`src/rtl/aes_pkg.sv`:
```
// rtl/aes_pkg.sv - shared Rijndael datapath constants, types and helpers
package aes_pkg;

    localparam int BYTE_W = 8;

    typedef enum logic {
        SR_FWD = 1'b0,
        SR_INV = 1'b1
    } sr_mode_e;

    // Row rotation amount; the 256-bit block skips offset 2 for rows 2 and 3.
    function automatic int shift_offset(input int nb, input int r);
        if (nb == 8 && r >= 2) begin
            return r + 1;
        end
        return r;
    endfunction

endpackage

```
`src/rtl/rijndael_row_perm.sv`:
```
// rtl/rijndael_row_perm.sv - combinational ShiftRows/InvShiftRows byte permutation
module rijndael_row_perm
    import aes_pkg::*;
#(
    parameter int NB = 4
) (
    input  logic [32*NB-1:0] in_data,
    input  sr_mode_e         inv,
    output logic [32*NB-1:0] out_data
);

    localparam int DW = 32*NB;

    // Byte k = 4c + r sits at the MSB end, so every index is counted down from DW-1.
    for (genvar r = 0; r < 4; r++) begin : g_row
        for (genvar c = 0; c < NB; c++) begin : g_col
            localparam int S    = shift_offset(NB, r);
            localparam int FC   = (c + S) % NB;
            localparam int IC   = (c - S + NB) % NB;
            localparam int DST  = DW - 1 - BYTE_W*(4*c + r);
            localparam int FSRC = DW - 1 - BYTE_W*(4*FC + r);
            localparam int ISRC = DW - 1 - BYTE_W*(4*IC + r);

            assign out_data[DST -: BYTE_W] = (inv == SR_INV) ? in_data[ISRC -: BYTE_W]
                                                             : in_data[FSRC -: BYTE_W];
        end
    end

endmodule

```
`src/rtl/shift_rows_pipe.sv`:
```
// rtl/shift_rows_pipe.sv - registered ShiftRows stage with a 2-entry elastic buffer
module shift_rows_pipe
    import aes_pkg::*;
#(
    parameter int NB    = 4,
    parameter int TAG_W = 4
) (
    input  logic                clk,
    input  logic                rst_n,
    input  logic                in_valid,
    output logic                in_ready,
    input  logic                in_inv,
    input  logic [32*NB-1:0]    in_data,
    input  logic [TAG_W-1:0]    in_tag,
    output logic                out_valid,
    input  logic                out_ready,
    output logic [32*NB-1:0]    out_data,
    output logic [TAG_W-1:0]    out_tag
);

    localparam int DW = 32*NB;

    if (!(NB == 4 || NB == 6 || NB == 8)) begin : g_bad_nb
        $error("shift_rows_pipe: NB must be 4, 6 or 8");
    end

    logic [DW-1:0]    perm_data;
    logic [DW-1:0]    buf_data [2];
    logic [TAG_W-1:0] buf_tag  [2];
    logic             wr_ptr;
    logic             rd_ptr;
    logic [1:0]       count;
    logic             push;
    logic             pop;

    rijndael_row_perm #(.NB(NB)) u_perm (
        .in_data  (in_data),
        .inv      (sr_mode_e'(in_inv)),
        .out_data (perm_data)
    );

    // Handshake flags decode registered state only, so ready never depends on valid.
    assign in_ready  = (count != 2'd2);
    assign out_valid = (count != 2'd0);
    assign push      = in_valid & in_ready;
    assign pop       = out_valid & out_ready;

    assign out_data  = buf_data[rd_ptr];
    assign out_tag   = buf_tag[rd_ptr];

    always_ff @(posedge clk or negedge rst_n) begin
        if (!rst_n) begin
            count       <= 2'd0;
            wr_ptr      <= 1'b0;
            rd_ptr      <= 1'b0;
            buf_data[0] <= '0;
            buf_data[1] <= '0;
            buf_tag[0]  <= '0;
            buf_tag[1]  <= '0;
        end else begin
            if (push) begin
                buf_data[wr_ptr] <= perm_data;
                buf_tag[wr_ptr]  <= in_tag;
                wr_ptr           <= ~wr_ptr;
            end
            if (pop) begin
                rd_ptr <= ~rd_ptr;
            end
            case ({push, pop})
                2'b10:   count <= count + 2'd1;
                2'b01:   count <= count - 2'd1;
                default: count <= count;
            endcase
        end
    end

endmodule

```
`config.mk`:
```
export PLATFORM = sky130hd
export DESIGN_NAME = shift_rows_pipe
export DESIGN_NICKNAME = d
export VERILOG_FILES = /design/src/rtl/aes_pkg.sv /design/src/rtl/rijndael_row_perm.sv /design/src/rtl/shift_rows_pipe.sv
export SDC_FILE = /design/constraint.sdc
export NUM_CORES = 1
export LEC_CHECK = 0
export CAP_MARGIN = 10
export CORE_MARGIN = 2
export CORE_UTILIZATION = 37
export DETAILED_ROUTE_END_ITERATION = 10
export GPL_TIMING_DRIVEN = 0
export SETUP_SLACK_MARGIN = 0.5
export SLEW_MARGIN = 20
export SYNTH_ARGS = -nofsm -noshare
export SYNTH_HDL_FRONTEND = slang
export SYNTH_SLANG_ARGS = --single-unit
export TNS_END_PERCENT = 5
```
`constraint.sdc`:
```
create_clock -name clk -period 1.5 [get_ports clk]
set_input_delay 0.225 -clock clk [delete_from_list [all_inputs] [get_ports clk]]
set_output_delay 0.225 -clock clk [all_outputs]
set_load 0.01 [all_outputs]
```
==> impl_metrics.env <==
export IMPL_max_vdd_ir_drop_v=0.001276
export IMPL_die_h_um=191.6
export IMPL_antenna_found_initial=4
export IMPL_pre_cts_slack_ns=-0.7755
export IMPL_start_kind="flop"
export IMPL_crit_path_end_kind="output port"
export IMPL_path_class="flop to output port"
export IMPL_finalSetupViolations=398
export IMPL_ys_top_cells_by_count="mux2_2 (300), dfrtp_1 (268), mux2_4 (160)"
export IMPL_start_util=0.3762
export IMPL_design_die_area_um2=36730
export IMPL_power_density_nw_per_um2=2453
export IMPL_cts_tree="done"
export IMPL_ys_flop_type="dfrtp_1"
export IMPL_hold_buffers=1
export IMPL_ys_seq_area_frac=0.5148
export IMPL_ys_warnings_count=0
export IMPL_clock_path_buffers=3
export IMPL_cap_violations=0
export IMPL_grt_pass1_vias=8567
export IMPL_totalWireLength_um=33160
export IMPL_path_cells="clkbuf_16, clkbuf_16, buf_12, buf_6, buf_12, mux2_4, buf_6"
export IMPL_ys_types=17
export IMPL_hp_class="primary input to asynchronous set/reset pin"
export IMPL_synth_top_area_frac=0.5148
export IMPL_via_count=7701
export IMPL_syn_area_um2=13030
export IMPL_gp_congestion=0.7163
export IMPL_clkSlewWorstSetupHoldPaths_ns=0.06
export IMPL_period_needed_ns=2.249
export IMPL_crit_fanout=6
export IMPL_core_um2=34630
export IMPL_synth_async_reset_ratio=1.000
export IMPL_clock_root_buffer="clkbuf_16"
export IMPL_synthesis_nets=931
export IMPL_clock_sinks=268
export IMPL_synth_edf_count=0
export IMPL_crit_slowest_cell="dfrtp_1"
export IMPL_slew_headroom=0.3526
export IMPL_io_buffer_count=269
export IMPL_final_util=0.5306
export IMPL_drc_errors=0
export IMPL_num_rows=68
export IMPL_clk_latency_ns=0.52
export IMPL_vias_per_cell=4.780
export IMPL_fillCellCount=2878
export IMPL_dieWidth_um=191.6
export IMPL_ant_nets=0
export IMPL_critPathRequiredTime_ns=1.27
export IMPL_crit_family="buffers and inverters"
export IMPL_synth_area_leaders="dfrtp_1 (51%), mux2_2 (26%), mux2_4 (18%)"
export IMPL_numCtsBuffers=35
export IMPL_h_tree_depth=2
export IMPL_syn_inst=793
export IMPL_power_uw=45070
export IMPL_drive_gt1_frac=0.6340
export IMPL_synth_seq_cells=268
export IMPL_violations="negative hold slack, negative setup slack"
export IMPL_hpwl_um=21900
export IMPL_gr_total_overflow=0
export IMPL_period_share=1.499
export IMPL_grt_use_total=0.1840
export IMPL_first_iter_violations=208
export IMPL_wire_per_inst_um=20.58
export IMPL_nets=1265
export IMPL_grt_pass1_wl_um=51610
export IMPL_power_leakage_uw=0.008093
export IMPL_avgSynthCellArea_um2=16.43
export IMPL_worst_path_buf_inv=6
export IMPL_slowest_delay_ns=0.39
export IMPL_fin_worst_skew_ns=0.01091
export IMPL_dp_cells=1520
export IMPL_multi_input_area_um2=5938
export IMPL_drtPass1Iterations=4
export IMPL_maxSlewViolCount=0
export IMPL_ios=271
export IMPL_synth_top_cell_by_area="dfrtp_1"
export IMPL_rsz0062_at_grt="yes"
export IMPL_area_growth_pct=41.05
export IMPL_finalNonFillerCells=1611
export IMPL_fin_ws_ns=-0.7488
export IMPL_run_status="finished with violations"
export IMPL_max_freq_mhz=444.7
export IMPL_grt_max_degree=88
export IMPL_yosysMostFrequentCell="mux2_2"
export IMPL_hold_slack_ns=-0.1621
export IMPL_hold_violations=37
export IMPL_regArea_um2=6706
export IMPL_arrival_ns=2.02
export IMPL_worstMarginPinSlew_ns=0.9712
-- final timing paths --
kind / startpoint / endpoint / slack [ns] / depth (start not counted)
max: rd_ptr$_DFFE_PN0P_ / out_data[66] / -0.75 / 7
min: rst_n / buf_data[191]$_DFFE_PN0P_ / -0.16 / 2
max reg2reg: count[0]$_DFFE_PN0P_ / buf_data[116]$_DFFE_PN0P_ / -0.22 / 6
min reg2reg: wr_ptr$_DFFE_PN0P_ / wr_ptr$_DFFE_PN0P_ / 0.49 / 1
max in group asynchronous: rst_n / buf_data[35]$_DFFE_PN0P_ / 0.94 / 3
min in group clk: in_inv / buf_data[100]$_DFFE_PN0P_ / 0.31 / 3
-- sequential cells by signal (all words and copies together) (netlist names) --
signal / count
buf_data: 256
wr_ptr: 1
count: 2
rd_ptr: 1
buf_tag: 8
-- metrics by stage --
stage,hold WS [ns],setup TNS (ns),cell area (um^2)
after floorplan,-0.07059,-8.968,13180
after global placement,0.4794,-3408.62,16440
after detailed placement,0.1412,-195.26,16530
after CTS,0.1893,-130.08,18200
after global routing,-0.1567,-148.12,18370
final,-0.1621,-117.95,18380
-- per-layer routing --
metal / vias up / GRT usage / routed length (um)
li1: 3538 / - / -
met1: 3908 / 0.2492 / 14900
met2: 198 / 0.2812 / 14990
met3: 53 / 0.05719 / 2462
met4: 4 / 0.05799 / 776
met5: - / 0 / 29
-- cells by family (layout without fill, tap and decap cells) --
group	after synthesis	after routing	synth area share
fa+ha+maj	1	1	0.0009603
buf+inv	52	412	0.03342
xor+xnor	5	5	0.003362
other cells	0	3	0
simple gates	7	7	0.003746
flops	268	268	0.5148
mux	460	460	0.4437
-- layout by cell type (no fill, tap or decap), types with 2 or more instances in the layout --
master and n:
diode_2 3, xnor2_1 3, bufinv_16 3, clkbuf_16 47, clkbuf_2 11, clkbuf_8 9, buf_12 31, dfrtp_1 268
clkdlybuf4s50_1 134, clkbuf_1 10, buf_2 30, clkinv_2 8, buf_4 14, mux2_4 168, xor2_1 2, buf_8 3
buf_6 101, clkinv_4 2, mux2_2 292, buf_16 7
-- layout make-up --
| type | count | area share |
|---|---|---|
| clock inverters | 13 | 0.008035 |
| repair buffers | 297 | 0.1686 |
| well taps | 455 | 0.03098 |
| clock buffers | 50 | 0.05795 |
| diodes | 3 | 0.0004086 |
| multi-input cells | 473 | 0.3232 |
| plain buffers | 52 | 0.04589 |
| flip-flops and latches | 268 | 0.3650 |
-- report_power, final --
| part | switching, uW | leakage [uW] | total (uW) | internal (uW) |
|---|---|---|---|---|
| Combinational | 8460 | 0.00433 | 23500 | 15000 |
| Sequential | 1890 | 0.00315 | 12900 | 11000 |
| Clock | 3260 | 0.000607 | 8720 | 5460 |
-- what timing repair did --
action                                  4_1_cts  5_1_grt
pin swaps                                     0        3
gates resized for setup                     651       61
endpoints found under the hold margin        90       37
setup buffers                                13        4
gates cloned                                  7        0
endpoints found under the setup margin      401      561
(Power assumes the default switching activity.)
==> RTL edit: new RTL, config.mk and constraints unchanged <==
Change the parameter `TAG_W` from 4 to 6.
--- a/src/rtl/shift_rows_pipe.sv
+++ b/src/rtl/shift_rows_pipe.sv
@@ -3,7 +3,7 @@
     import aes_pkg::*;
 #(
     parameter int NB    = 4,
-    parameter int TAG_W = 4
+    parameter int TAG_W = 6
 ) (
     input  logic                clk,
     input  logic                rst_n,
Ports: changed (resized in_tag and out_tag); port bits go from 271 to 275. No check against the original RTL was run, so the function may have changed too.
==> RTL edit against the unedited design <==
The flow still finishes with violations (hold timing, setup timing); cell area decreased by 2.9%; wire length increased by 2.2%; combinational power decreased by 7%; total power decreased by 6.7%; global-route usage decreased by 0.39 points; critical path depth decreased by 1; synthesized area decreased by 0.34%; setup slack improved by 0.034 ns; clock skew decreased by 0.0026 ns; sequential share of layout area increased by 1.7 points; sequential cell count increased by 4; cell count increased by 0.50%; critical endpoint is now out_data[80].
==> RTL edit: results (changes against the unedited design) <==
\begin{tabular}{lr}
\hline
Metric & Value \\
\hline
\multicolumn{2}{l}{\textbf{Place}} \\
DP Area & 16500 um\^{}2 (-0.46\%) \\
HPWL after DPL & 22900 um (+4.4\%) \\
Number of buffers inserted by port buffering & 273 (+1.5\%) \\
Number of cells in the design after placement & 1533 (+0.86\%) \\
\multicolumn{2}{l}{\textbf{Cells and area}} \\
Number of inserted filler cells in the final layout & 3003 (+4.3\%) \\
Share of post-route cells with drive strength above 1 & 0.616 (-0.0181) \\
Final nets & 1281 (+1.3\%) \\
Largest registers & buf\_data x256, buf\_tag x12, count x2 \\
Final instance count without filler cells & 1619 (+0.50\%) \\
\multicolumn{2}{l}{\textbf{Power}} \\
Peak supply drop & 1.50 mV (+18\%) \\
Leakage & 7.92 nW (-2.1\%) \\
\multicolumn{2}{l}{\textbf{STA}} \\
WHS & -0.434 ns (-0.272 ns) \\
Worst setup slack after layout & -0.715 ns (+0.0337 ns) \\
Number of hold violations in the final report & 88 (+140\%) \\
Worst setup skew after layout & 0.00828 ns (-0.00263 ns) \\
Setup violations, final & 404 (+1.5\%) \\
\multicolumn{2}{l}{\textbf{Yosys}} \\
Commonest cells in the synthesized netlist & sky130\_fd\_sc\_hd\_\_mux2\_2, sky130\_fd\_sc\_hd\_\_dfrtp\_1, sky130\_fd\_sc\_hd\_\_mux2\_4 \\
Cells taking the most area after synthesis & sky130\_fd\_sc\_hd\_\_dfrtp\_1, sky130\_fd\_sc\_hd\_\_mux2\_2, sky130\_fd\_sc\_hd\_\_mux2\_4, sky130\_fd\_sc\_hd\_\_buf\_2, sky130\_fd\_sc\_hd\_\_buf\_6 \\
Mean area per synthesized cell & 16.2 um\^{}2 (-1.6\%) \\
Synth cell types & 18 (+1) \\
Number of nets produced by synthesis & 943 (+1.3\%) \\
Portion of the post-synthesis area used by sequential elements & 0.524 (+0.00945) \\
\multicolumn{2}{l}{\textbf{Global routing}} \\
Pin count of the biggest net entering global routing & 94 (+6.8\%) \\
Wire length of the first global-routing pass & 51100 um (-1.0\%) \\
Total track usage & 0.180 (-0.00395) \\
Initial antenna violation count & 3 (-1) \\
\multicolumn{2}{l}{\textbf{Routing}} \\
Aggregate routed wire length & 33900 um (+2.2\%) \\
Total via count in the routed design & 7782 (+1.1\%) \\
Drt first-iter violations & 185 (-11\%) \\
\multicolumn{2}{l}{\textbf{Critical path}} \\
Worst path slowest cell & sky130\_fd\_sc\_hd\_\_dfrtp\_2 \\
Max stage delay on crit path & 0.42 ns (+0.03 ns) \\
\multicolumn{2}{l}{\textbf{Run status}} \\
Outcome & complete, but fails checks \\
Failing checks & hold timing, setup timing \\
\multicolumn{2}{l}{\textbf{Clock network}} \\
Number of buffers created by CTS & 31 (-11\%) \\
\hline
\end{tabular}
## RTL edit: final timing paths
check / startpoint / endpoint / slack, ns / cells past startpoint
setup reg to reg: count[0] / buf_data[187] / -0.25 / 6
max in group asynchronous: rst_n / buf_data[208] / 0.63 / 3
setup / recovery: rd_ptr / out_data[80] / -0.72 / 6
min in group clk: in_tag[2] / buf_tag[2] / 0.31 / 2
hold / removal: rst_n / buf_data[177] / -0.43 / 1
hold reg to reg: wr_ptr / wr_ptr / 0.49 / 1
## RTL edit: kinds of logic (layout without fill, tap and decap cells)
logic type | count (synthesis) | count (layout) | synth area share
XOR/XNOR | 5 | 5 | 0.00337
other | 0 | 3 | 0
buffers and inverters | 52 | 410 | 0.0288
flip-flops | 272 | 272 | 0.524
AND/OR/NAND/NOR | 7 | 7 | 0.00376
adder cells (fa/ha/maj) | 1 | 1 | 0.000964
multiplexers | 466 | 466 | 0.439
## RTL edit: metal layers
metal,up-vias,track usage,wire length (um)
li1,3580,-,-
met1,3986,0.245,15300
met2,173,0.287,15700
met3,41,0.0472,2160
met4,2,0.0435,776
met5,-,0,13
## RTL edit: repair_timing
item | CTS | global route
buffers inserted | 2 | 19
cloned | 0 | 9
hold endpoints to repair | 88 | 88
pin swaps | 3 | 1
setup endpoints to repair | 500 | 501
resized for setup | 263 | 249
## RTL edit: final cells by class
| cell class | instances | area, um^2 | share of cell area |
|---|---|---|---|
| Timing Repair Buffer | 305 | 2800 | 0.157 |
| Sequential cell | 272 | 6810 | 0.382 |
| Antenna cell | 3 | 7.51 | 0.000421 |
| Buffer | 52 | 806 | 0.0452 |
| Multi-Input combinational cell | 479 | 5890 | 0.330 |
| Clock buffer | 48 | 900 | 0.0504 |
| Clock inverter | 5 | 53.8 | 0.00302 |
| Tap cell | 455 | 569 | 0.0319 |
## RTL edit: worst register-to-register path: cells and delay by family, from the launching register on
kind          cells  cell delay [ns]
flops             1             0.41
simple gates      2             0.38
buf+inv           3             0.55
mux               1             0.31
## RTL edit: power by group
group | leakage [nW] | internal [mW] | switching, mW
logic | 4.25 | 13.4 | 8.45
clock network | 0.469 | 4.24 | 2.95
registers | 3.20 | 11.2 | 1.87
## RTL edit: per-stage QoR
step                setup WS [ns]   util
finish                     -0.715  0.516
global placement           -12.22  0.475
global route               -0.762  0.516
floorplan                 -0.0588      -
detailed placement          -1.33  0.476
CTS                         -1.01  0.509
